==> src/rtl/burst_copy_wf.sv <==
// rtl/burst_copy_wf.sv - burst memory-to-memory copy engine (read master + FIFO + write master)
//
// Purpose: copies ctrl_length words from ctrl_srcaddress to ctrl_dstaddress as a sequence of
// Avalon-MM bursts of at most BURST_COUNT beats, buffering read data in an internal FIFO.
//
// Ports:
//   clk, reset_n            clock, asynchronous active-low reset
//   ctrl_start/srcaddress/dstaddress/length   copy request (start sampled only in IDLE)
//   ctrl_busy, ctrl_done    status: busy during the copy, one-cycle done pulse
//   rd_*                    burst read master (address/read/burstcount out, waitrequest/readdatavalid/readdata in)
//   wr_*                    burst write master (address/write/writedata/burstcount/byteenable out, waitrequest in)
//   ctrl_checksum           (only with COPY_CHECKSUM_EN) sum mod 2^DATA_WIDTH of all accepted write beats
//
// Optional feature macro: COPY_CHECKSUM_EN
module burst_copy_wf #(
    parameter int ADDRESS_WIDTH          = 32,
    parameter int DATA_WIDTH             = 32,
    parameter int BYTE_ENABLE_WIDTH      = 4,
    parameter int BYTE_ENABLE_WIDTH_LOG2 = 2,
    parameter int LENGTH_WIDTH           = 16,
    parameter int BURST_COUNT            = 8,
    parameter int BURST_WIDTH            = 4,
    parameter int FIFO_DEPTH             = 32,
    parameter int FIFO_DEPTH_LOG2        = 5
) (
    input  logic                         clk,
    input  logic                         reset_n,
    input  logic                         ctrl_start,
    input  logic [ADDRESS_WIDTH-1:0]     ctrl_srcaddress,
    input  logic [ADDRESS_WIDTH-1:0]     ctrl_dstaddress,
    input  logic [LENGTH_WIDTH-1:0]      ctrl_length,
    output logic                         ctrl_busy,
    output logic                         ctrl_done,
    output logic [ADDRESS_WIDTH-1:0]     rd_address,
    output logic                         rd_read,
    output logic [BURST_WIDTH-1:0]       rd_burstcount,
    input  logic                         rd_waitrequest,
    input  logic                         rd_readdatavalid,
    input  logic [DATA_WIDTH-1:0]        rd_readdata,
    output logic [ADDRESS_WIDTH-1:0]     wr_address,
    output logic                         wr_write,
    output logic [DATA_WIDTH-1:0]        wr_writedata,
    output logic [BURST_WIDTH-1:0]       wr_burstcount,
    output logic [BYTE_ENABLE_WIDTH-1:0] wr_byteenable,
    input  logic                         wr_waitrequest
`ifdef COPY_CHECKSUM_EN
    ,
    output logic [DATA_WIDTH-1:0]        ctrl_checksum
`endif
);

    // Counts of words held or in flight can reach FIFO_DEPTH itself, hence one extra bit.
    localparam int CW = FIFO_DEPTH_LOG2 + 1;
    localparam logic [ADDRESS_WIDTH-1:0] ADDR_MASK = ~ADDRESS_WIDTH'(BYTE_ENABLE_WIDTH - 1);

    typedef enum logic [1:0] {
        IDLE = 2'd0,
        RUN  = 2'd1,
        DONE = 2'd2
    } state_t;

    state_t                      state;
    logic [LENGTH_WIDTH-1:0]     rd_remaining;
    logic [LENGTH_WIDTH-1:0]     wr_remaining;
    logic [CW-1:0]               rd_pending;
    logic [CW-1:0]               fifo_used;
    logic [FIFO_DEPTH_LOG2-1:0]  fifo_wr_ptr;
    logic [FIFO_DEPTH_LOG2-1:0]  fifo_rd_ptr;
    logic [DATA_WIDTH-1:0]       fifo_mem [FIFO_DEPTH];
    logic [BURST_WIDTH-1:0]      wr_beats_left;

    logic [BURST_WIDTH-1:0]      rd_len;
    logic [BURST_WIDTH-1:0]      wr_len;
    logic [CW-1:0]               fifo_space;
    logic                        rd_accept;
    logic                        wr_accept;
    logic                        push;
    logic                        rd_can_issue;
    logic                        wr_can_start;

    always_comb begin
        rd_len = (rd_remaining >= LENGTH_WIDTH'(BURST_COUNT)) ? BURST_WIDTH'(BURST_COUNT)
                                                             : rd_remaining[BURST_WIDTH-1:0];
        wr_len = (wr_remaining >= LENGTH_WIDTH'(BURST_COUNT)) ? BURST_WIDTH'(BURST_COUNT)
                                                             : wr_remaining[BURST_WIDTH-1:0];
        // Beats only count while a read is outstanding, so stragglers from a copy
        // aborted by reset never land in the FIFO.
        push       = rd_readdatavalid && (rd_pending != '0);
        rd_accept  = rd_read && !rd_waitrequest;
        wr_accept  = wr_write && !wr_waitrequest;
        // Reserving space for every outstanding beat keeps the FIFO from overflowing.
        fifo_space = CW'(FIFO_DEPTH) - fifo_used - rd_pending;
        rd_can_issue = (state == RUN) && !rd_read && (rd_remaining != '0)
                       && (fifo_space >= CW'(rd_len));
        // A whole burst must already be buffered so the write burst never bubbles.
        wr_can_start = (state == RUN) && !wr_write && (wr_remaining != '0)
                       && (fifo_used >= CW'(wr_len));
    end

    assign wr_writedata  = wr_write ? fifo_mem[fifo_rd_ptr] : '0;
    assign wr_byteenable = '1;

    always_ff @(posedge clk) begin
        if (push) begin
            fifo_mem[fifo_wr_ptr] <= rd_readdata;
        end
    end

    always_ff @(posedge clk or negedge reset_n) begin
        if (!reset_n) begin
            state         <= IDLE;
            ctrl_busy     <= 1'b0;
            ctrl_done     <= 1'b0;
            rd_address    <= '0;
            rd_read       <= 1'b0;
            rd_burstcount <= '0;
            wr_address    <= '0;
            wr_write      <= 1'b0;
            wr_burstcount <= '0;
            wr_beats_left <= '0;
            rd_remaining  <= '0;
            wr_remaining  <= '0;
            rd_pending    <= '0;
            fifo_used     <= '0;
            fifo_wr_ptr   <= '0;
            fifo_rd_ptr   <= '0;
`ifdef COPY_CHECKSUM_EN
            ctrl_checksum <= '0;
`endif
        end else begin
            ctrl_done <= 1'b0;

            if (push) begin
                fifo_wr_ptr <= fifo_wr_ptr + FIFO_DEPTH_LOG2'(1);
            end
            if (wr_accept) begin
                fifo_rd_ptr <= fifo_rd_ptr + FIFO_DEPTH_LOG2'(1);
            end
            fifo_used  <= fifo_used + CW'(push) - CW'(wr_accept);
            rd_pending <= rd_pending + (rd_accept ? CW'(rd_burstcount) : CW'(0)) - CW'(push);

            case (state)
                IDLE: begin
                    if (ctrl_start) begin
                        rd_address   <= ctrl_srcaddress & ADDR_MASK;
                        wr_address   <= ctrl_dstaddress & ADDR_MASK;
                        rd_remaining <= ctrl_length;
                        wr_remaining <= ctrl_length;
                        ctrl_busy    <= 1'b1;
`ifdef COPY_CHECKSUM_EN
                        ctrl_checksum <= '0;
`endif
                        state        <= (ctrl_length == '0) ? DONE : RUN;
                    end
                end

                RUN: begin
                    if (rd_accept) begin
                        rd_read      <= 1'b0;
                        rd_address   <= rd_address
                                        + (ADDRESS_WIDTH'(rd_burstcount) << BYTE_ENABLE_WIDTH_LOG2);
                        rd_remaining <= rd_remaining - LENGTH_WIDTH'(rd_burstcount);
                    end else if (rd_can_issue) begin
                        rd_read       <= 1'b1;
                        rd_burstcount <= rd_len;
                    end

                    if (wr_accept) begin
`ifdef COPY_CHECKSUM_EN
                        ctrl_checksum <= ctrl_checksum + wr_writedata;
`endif
                        wr_beats_left <= wr_beats_left - BURST_WIDTH'(1);
                        if (wr_beats_left == BURST_WIDTH'(1)) begin
                            wr_write     <= 1'b0;
                            wr_address   <= wr_address
                                            + (ADDRESS_WIDTH'(wr_burstcount) << BYTE_ENABLE_WIDTH_LOG2);
                            wr_remaining <= wr_remaining - LENGTH_WIDTH'(wr_burstcount);
                        end
                    end else if (wr_can_start) begin
                        wr_write      <= 1'b1;
                        wr_burstcount <= wr_len;
                        wr_beats_left <= wr_len;
                    end

                    if ((wr_remaining == '0) && !wr_write) begin
                        state <= DONE;
                    end
                end

                DONE: begin
                    ctrl_busy <= 1'b0;
                    ctrl_done <= 1'b1;
                    state     <= IDLE;
                end

                default: state <= IDLE;
            endcase
        end
    end

endmodule

==> config.mk <==
export PLATFORM = sky130hd
export DESIGN_NAME = burst_copy_wf
export DESIGN_NICKNAME = d
export VERILOG_FILES = /design/src/rtl/burst_copy_wf.sv
export SDC_FILE = /design/constraint.sdc
export NUM_CORES = 2
export LEC_CHECK = 0
export ABC_AREA = 0
export CAP_MARGIN = 10
export CORE_UTILIZATION = 60
export DETAILED_ROUTE_END_ITERATION = 7
export GPL_ROUTABILITY_DRIVEN = 0
export GPL_TIMING_DRIVEN = 1
export PLACE_DENSITY_LB_ADDON = 0.2
export SLEW_MARGIN = 0
export SYNTH_ARGS = -nofsm -noshare
export SYNTH_HDL_FRONTEND = slang
export SYNTH_SLANG_ARGS = --single-unit
==> constraint.sdc <==
create_clock -name clk -period 4.2 [get_ports clk]
set_clock_uncertainty 0.05 [all_clocks]
set_input_delay 1.26 -clock clk [delete_from_list [all_inputs] [get_ports clk]]
set_output_delay 1.26 -clock clk [all_outputs]
set_load 0.1 [all_outputs]
# After elaboration in Yosys (flattened, before gate mapping)
# Memories as Yosys holds them, arrays and structs flattened.
# Cells that the tools add are included.
dict set report word_totals {
  ff_bits 136
  ram_bits 1024
  inputBits 118
  out_inout_bits 112
  elab_cells 111
  mem_count 1
}
# memory words word_bits rd rd_ports_with_merged_regs wr line_no
set memory_table {}
lappend memory_table {fifo_mem 32 32 1 0 1 69} ;# logic [DATA_WIDTH-1:0] fifo_mem [FIFO_DEPTH];
dict set report classes {
  addsub 13
  n_lt_le_gt_ge 4
  n_eq_ne 9
  muxes 33
  bitwise 2
  n_reduce_logical 33
}
# op n
set op_table {}
lappend op_table {{$mux 32} 6}
lappend op_table {{$pmux 32 s2} 2}
lappend op_table {{$add 32x6->32} 2}
lappend op_table {{$mux 16} 4}
lappend op_table {{$pmux 16 s2} 2}
lappend op_table {{$ge 16x4->1 const B} 2}
lappend op_table {{$logic_not 16->1} 2}
lappend op_table {{$reduce_bool 16->1} 2}
lappend op_table {{$sub 16x4->16} 2}
lappend op_table {{$mux 4} 5}
lappend op_table {{$ge 6x4->1} 2}
lappend op_table {{$reduce_and 3->1} 4}
lappend op_table {{$sub 6x1->6} 2}
lappend op_table {{$add 5x1->5 const B} 2}
lappend op_table {{$logic_and 1x1->1} 10}
lappend op_table {{$mux 1} 9}
lappend op_table {{$reduce_and 2->1} 4}
lappend op_table {{$reduce_bool 2->1} 4}
lappend op_table {{$add 6x1->6} 1}
lappend op_table {{$add 6x4->6} 1}
lappend op_table {{$mux 2} 3}
lappend op_table {{$ne 2x1->1 const B} 3}
lappend op_table {{$ne 2x2->1 const B} 3}
lappend op_table {{$reduce_bool 6->1} 1}
lappend op_table {{other kinds (12)} 16}

# Depth between registers and ports, before layout
dict set report logic_depth {
  ltp_word 6
  mapped_depth 13
  mapped_depth_nobuf 13
}

# Least setup slack after synthesis
# Ideal clock, no wire load.
dict set report synth_timing {
  kind {register -> output}
  startpoint {reg wr_write}
  endpoint {out wr_writedata[14]}
  t_arrival_ps 4407
  required_ps 2890
  path_slack_ps -1517
  stages_incl_launch_ff 7
  path_buffers 2
  path_cell_list {dfrtp_1 clkbuf_1 nor3b_1 clkbuf_1 a22oi_1 o211a_1 a221oi_1}
}
dict set report synth_between {
  elab_chain_len 1
}
# item line_no
set synth_lines {}
lappend synth_lines {{start, declared} 41} ;# output logic wr_write,
lappend synth_lines {{start signal, assigned} 118} ;# wr_write <= 1'b0;
lappend synth_lines {{start signal, assigned} 174} ;# wr_write <= 1'b0;
lappend synth_lines {{start signal, assigned} 180} ;# wr_write <= 1'b1;
lappend synth_lines {{$mux 32} 100} ;# assign wr_writedata = wr_write ? fifo_mem[fifo_rd_ptr] : '0;
lappend synth_lines {{end, declared} 42} ;# output logic [DATA_WIDTH-1:0] wr_writedata,
# Every way passes these cells.

# Worst setup path after layout
dict set report layout_timing {
  startpoint {reg fifo_rd_ptr[0]}
  endpoint {out wr_writedata[7]}
}
dict set report layout_between {
  elab_chain_len 2
}
# item line_no
set layout_lines {}
lappend layout_lines {{start, declared} 68} ;# logic [FIFO_DEPTH_LOG2-1:0] fifo_rd_ptr;
lappend layout_lines {{start signal, assigned} 137} ;# fifo_rd_ptr <= fifo_rd_ptr + FIFO_DEPTH_LOG2'(1);
lappend layout_lines {{$mem_v2 32x32} --}
lappend layout_lines {{$mux 32} 100}
# Every way passes these cells.

==> results.yml <==
synth:
  synth_edf_count: 1024
  ys_warn_count: 0
  ys_seq_area_share_pct: 71.5
  synth.ff_latch_count: 1156
  async_reset_ff_share_pct: 11.4
  netlist_instances: 2601
  synth_area_sq_mm: 0.0476
  synth_area_per_cell_sq_um: 18.3
  synthFlopType: "edfxtp_1"
  synth_cell_types: 80
global_route:
  antenna_found_initial: 3
  grt_usage_pct: 31.5
  grt_first_pass_wirelength_microns: 185000
  grt_pass1_vias: 28753
  grt_max_degree: 145
  grt-ovfl-total: 0
critical_path:
  r2r_end: "wr_beats_left[0]$_DFFE_PN0P_"
  path_class: "flip-flop to output pin"
  ff2ff_path_depth: 10
  critPathMaxFanout: 8
  reg2reg_setup_slack_ps: 710
  cp.arrival_ps: 3080
  timing.rr.start: "wr_remaining[7]$_DFFE_PN0P_"
  cp-start-kind: "flip-flop"
  critPathCaptureType: "output pin"
  required_ps: 2890
timing:
  min_period_ps: 4390
  drv_slew: 0
  max_freq_mhz: 228
  hold_viol: 0
  timing.final.ws_setup_ps: -188
  slew_headroom_pct: 17.8
  worst_pin_slew_ps: 1230
  rsz0062_at_grt: "true"
  setup_viol: 32
  finalCritPeriodShare_pct: 104
route:
  vias_per_cell: 6.77
  drt_iter0_drc: 3298
  postRouteAntennaNets: 0
  routed_wl_microns: 128000
  routedWlPerCell_microns: 31.2
  vias: 27844
  route.detailed.drc: 0
  drt_pass1_iterations: 6
die:
  dieHeight_microns: 284
  coreArea_sq_mm: 0.0780
  initial_utilization_pct: 61.1
  dieArea_sq_mm: 0.0805
  die_x_microns: 284
  ioPinCount: 230
  rows: 102
clock_network:
  clockRootBuffer: "clkbuf_16"
  clock_sinks: 1156
  cts_buffers: 112
  cts_tree: "built"
  cts.clk_slew.worst_paths_ps: 70
  htreeDepth: 3
  cts_max_path_buffers: 3
  clkLatencyLatePin_ps: 690
layout:
  final_cell_mix: "edfxtp_1, mux4_2, clkdlybuf4s50_1, buf_4, dfrtp_1"
  fillers: 4310
  final_cells: 4110
  layout.nets: 3158
  register_area_sq_mm: 0.0341
  area_growth_syn_to_layout_pct: 20.6
  multi_input_area_sq_mm: 0.0133
  drive_gt1_share_pct: 25.1
  final_common_cell: "edfxtp_1"
  finish.utilization_pct: 73.7
power:
  p_per_area_mw_per_mm2: 812
  total_power_mw: 46.7
  leakage_nw: 19.4
  vdd_drop_max_v: 0.000813
place:
  io_buffers: 217
  dp_slack_ps: 367
  hpwl_microns: 70400
  dp.cells: 3837
run_status:
  outcome: "finished with violations"
  violations: "negative setup slack"
worst_hold_path:
  hold_start: "wr_remaining[10]$_DFFE_PN0P_"
  hold_end: "wr_remaining[10]$_DFFE_PN0P_"
  hold_class: "flip-flop to flip-flop"
  whs_path_depth: 1
run:
  drv_cap: 0
## cells in the mapped netlist, types with 10 or more instances
cell	instances	area, sq um
o21ai_0	56	280
nor3_1	16	80.1
o22ai_1	23	144
nor2b_1	18	113
nand4_1	14	87.6
o211ai_1	30	225
ha_1	58	726
dfrtp_1	132	3300
nand3_1	29	145
inv_1	62	233
buf_2	34	170
buf_1	24	90.1
clkbuf_1	82	308
a31oi_1	14	87.6
edfxtp_1	1024	30700
nand2b_1	11	68.8
and3_1	10	62.6
nor2_1	122	458
a22oi_1	35	263
a211oi_1	14	105
o21a_1	35	263
a21o_1	14	105
mux4_2	280	6310
a21oi_1	102	510
nand2_1	98	368
buf_4	10	75.1
o22a_1	18	158
mux2i_1	53	531
xnor2_1	19	166
## per-layer routing
| layer | global-route usage, % | vias to the layer above | routed length [microns] |
|---|---|---|---|
| met1 | 40.1 | 14281 | 45000 |
| met5 | 0 | - | 23 |
| met3 | 7.36 | 347 | 12500 |
| met4 | 11.9 | 4 | 5480 |
| li1 | - | 11348 | - |
| met2 | 53.0 | 1864 | 65100 |
## worst max-delay path by stage
stage                                            end  slack, ps                  startpoint
after floorplan                     wr_writedata[14]        150        wr_write$_DFFE_PN0P_
after global placement    fifo_mem[15][21]$_DFFE_PP_        380            rd_readdatavalid
after detailed placement  fifo_mem[15][23]$_DFFE_PP_        370            rd_readdatavalid
after CTS                           wr_writedata[25]       -190  fifo_rd_ptr[0]$_DFFE_PN0P_
after global routing                wr_writedata[25]       -240  fifo_rd_ptr[0]$_DFFE_PN0P_
final                                wr_writedata[7]       -190  fifo_rd_ptr[0]$_DFFE_PN0P_
## critical path: stages (launching register included)
cell,delay (ps)
dfrtp_4,470
buf_12,170
buf_12,150
buf_16,150
mux4_2,530
mux4_2,480
o21a_1,240
buf_12,180
## per-stage QoR
step | hold slack [ps] | instance area [sq um] | setup TNS (ps)
final | 456 | 57500 | -3730
after global routing | 494 | 57500 | -5460
after CTS | 457 | 57000 | -3990
after detailed placement | 439 | 52500 | 0
after global placement | 428 | 52500 | 0
after floorplan | 408 | 47800 | 0
## cell type report
cell class	instances	share of cell area, %
repair buffers	405	8.53
inverters	62	0.405
well taps	1040	2.26
clock inverters	65	1.15
multi-input cells	1238	23.2
diodes	1	0.00435
flip-flops and latches	1156	59.3
clock buffers	143	5.13
## where the power goes
part / leakage [nW] / switching [mW] / internal (mW)
Clock: 1.75 / 4.34 / 5.65
Sequential: 10.8 / 1.03 / 13.8
Combinational: 6.86 / 13.2 / 8.73
Total: 19.4 / 18.5 / 28.1
## repair_timing
item,in CTS,in global routing
pin swaps,7,7
setup buffers,26,18
hold buffers,0,0
resized for setup,64,21
setup endpoints to repair,32,32
gates cloned,14,7
## state kept, by name, summed over array words and instances, names as in the netlist
signal         flops
rd_pending         6
rd_address        30
fifo_used          6
rd_read            1
state              2
wr_write           1
ctrl_busy          1
wr_burstcount      4
rd_burstcount      4
fifo_mem        1024
fifo_rd_ptr        5
ctrl_done          1
wr_beats_left      4
wr_address        30
rd_remaining      16
wr_remaining      16
fifo_wr_ptr        5
## kinds of logic (layout without fill, tap and decap cells)
family / count (synthesis) / in the layout / share of synthesized area [%]
other cells: 2 / 9 / 0.0158
simple gates: 376 / 376 / 3.89
fa+ha+maj: 65 / 65 / 1.82
flops: 1156 / 1156 / 71.5
xor+xnor: 24 / 24 / 0.441
compound gates: 429 / 429 / 6.08
mux: 336 / 336 / 14.4
buf+inv: 213 / 675 / 1.86
No activity file was read; power rests on OpenSTA's default activity.
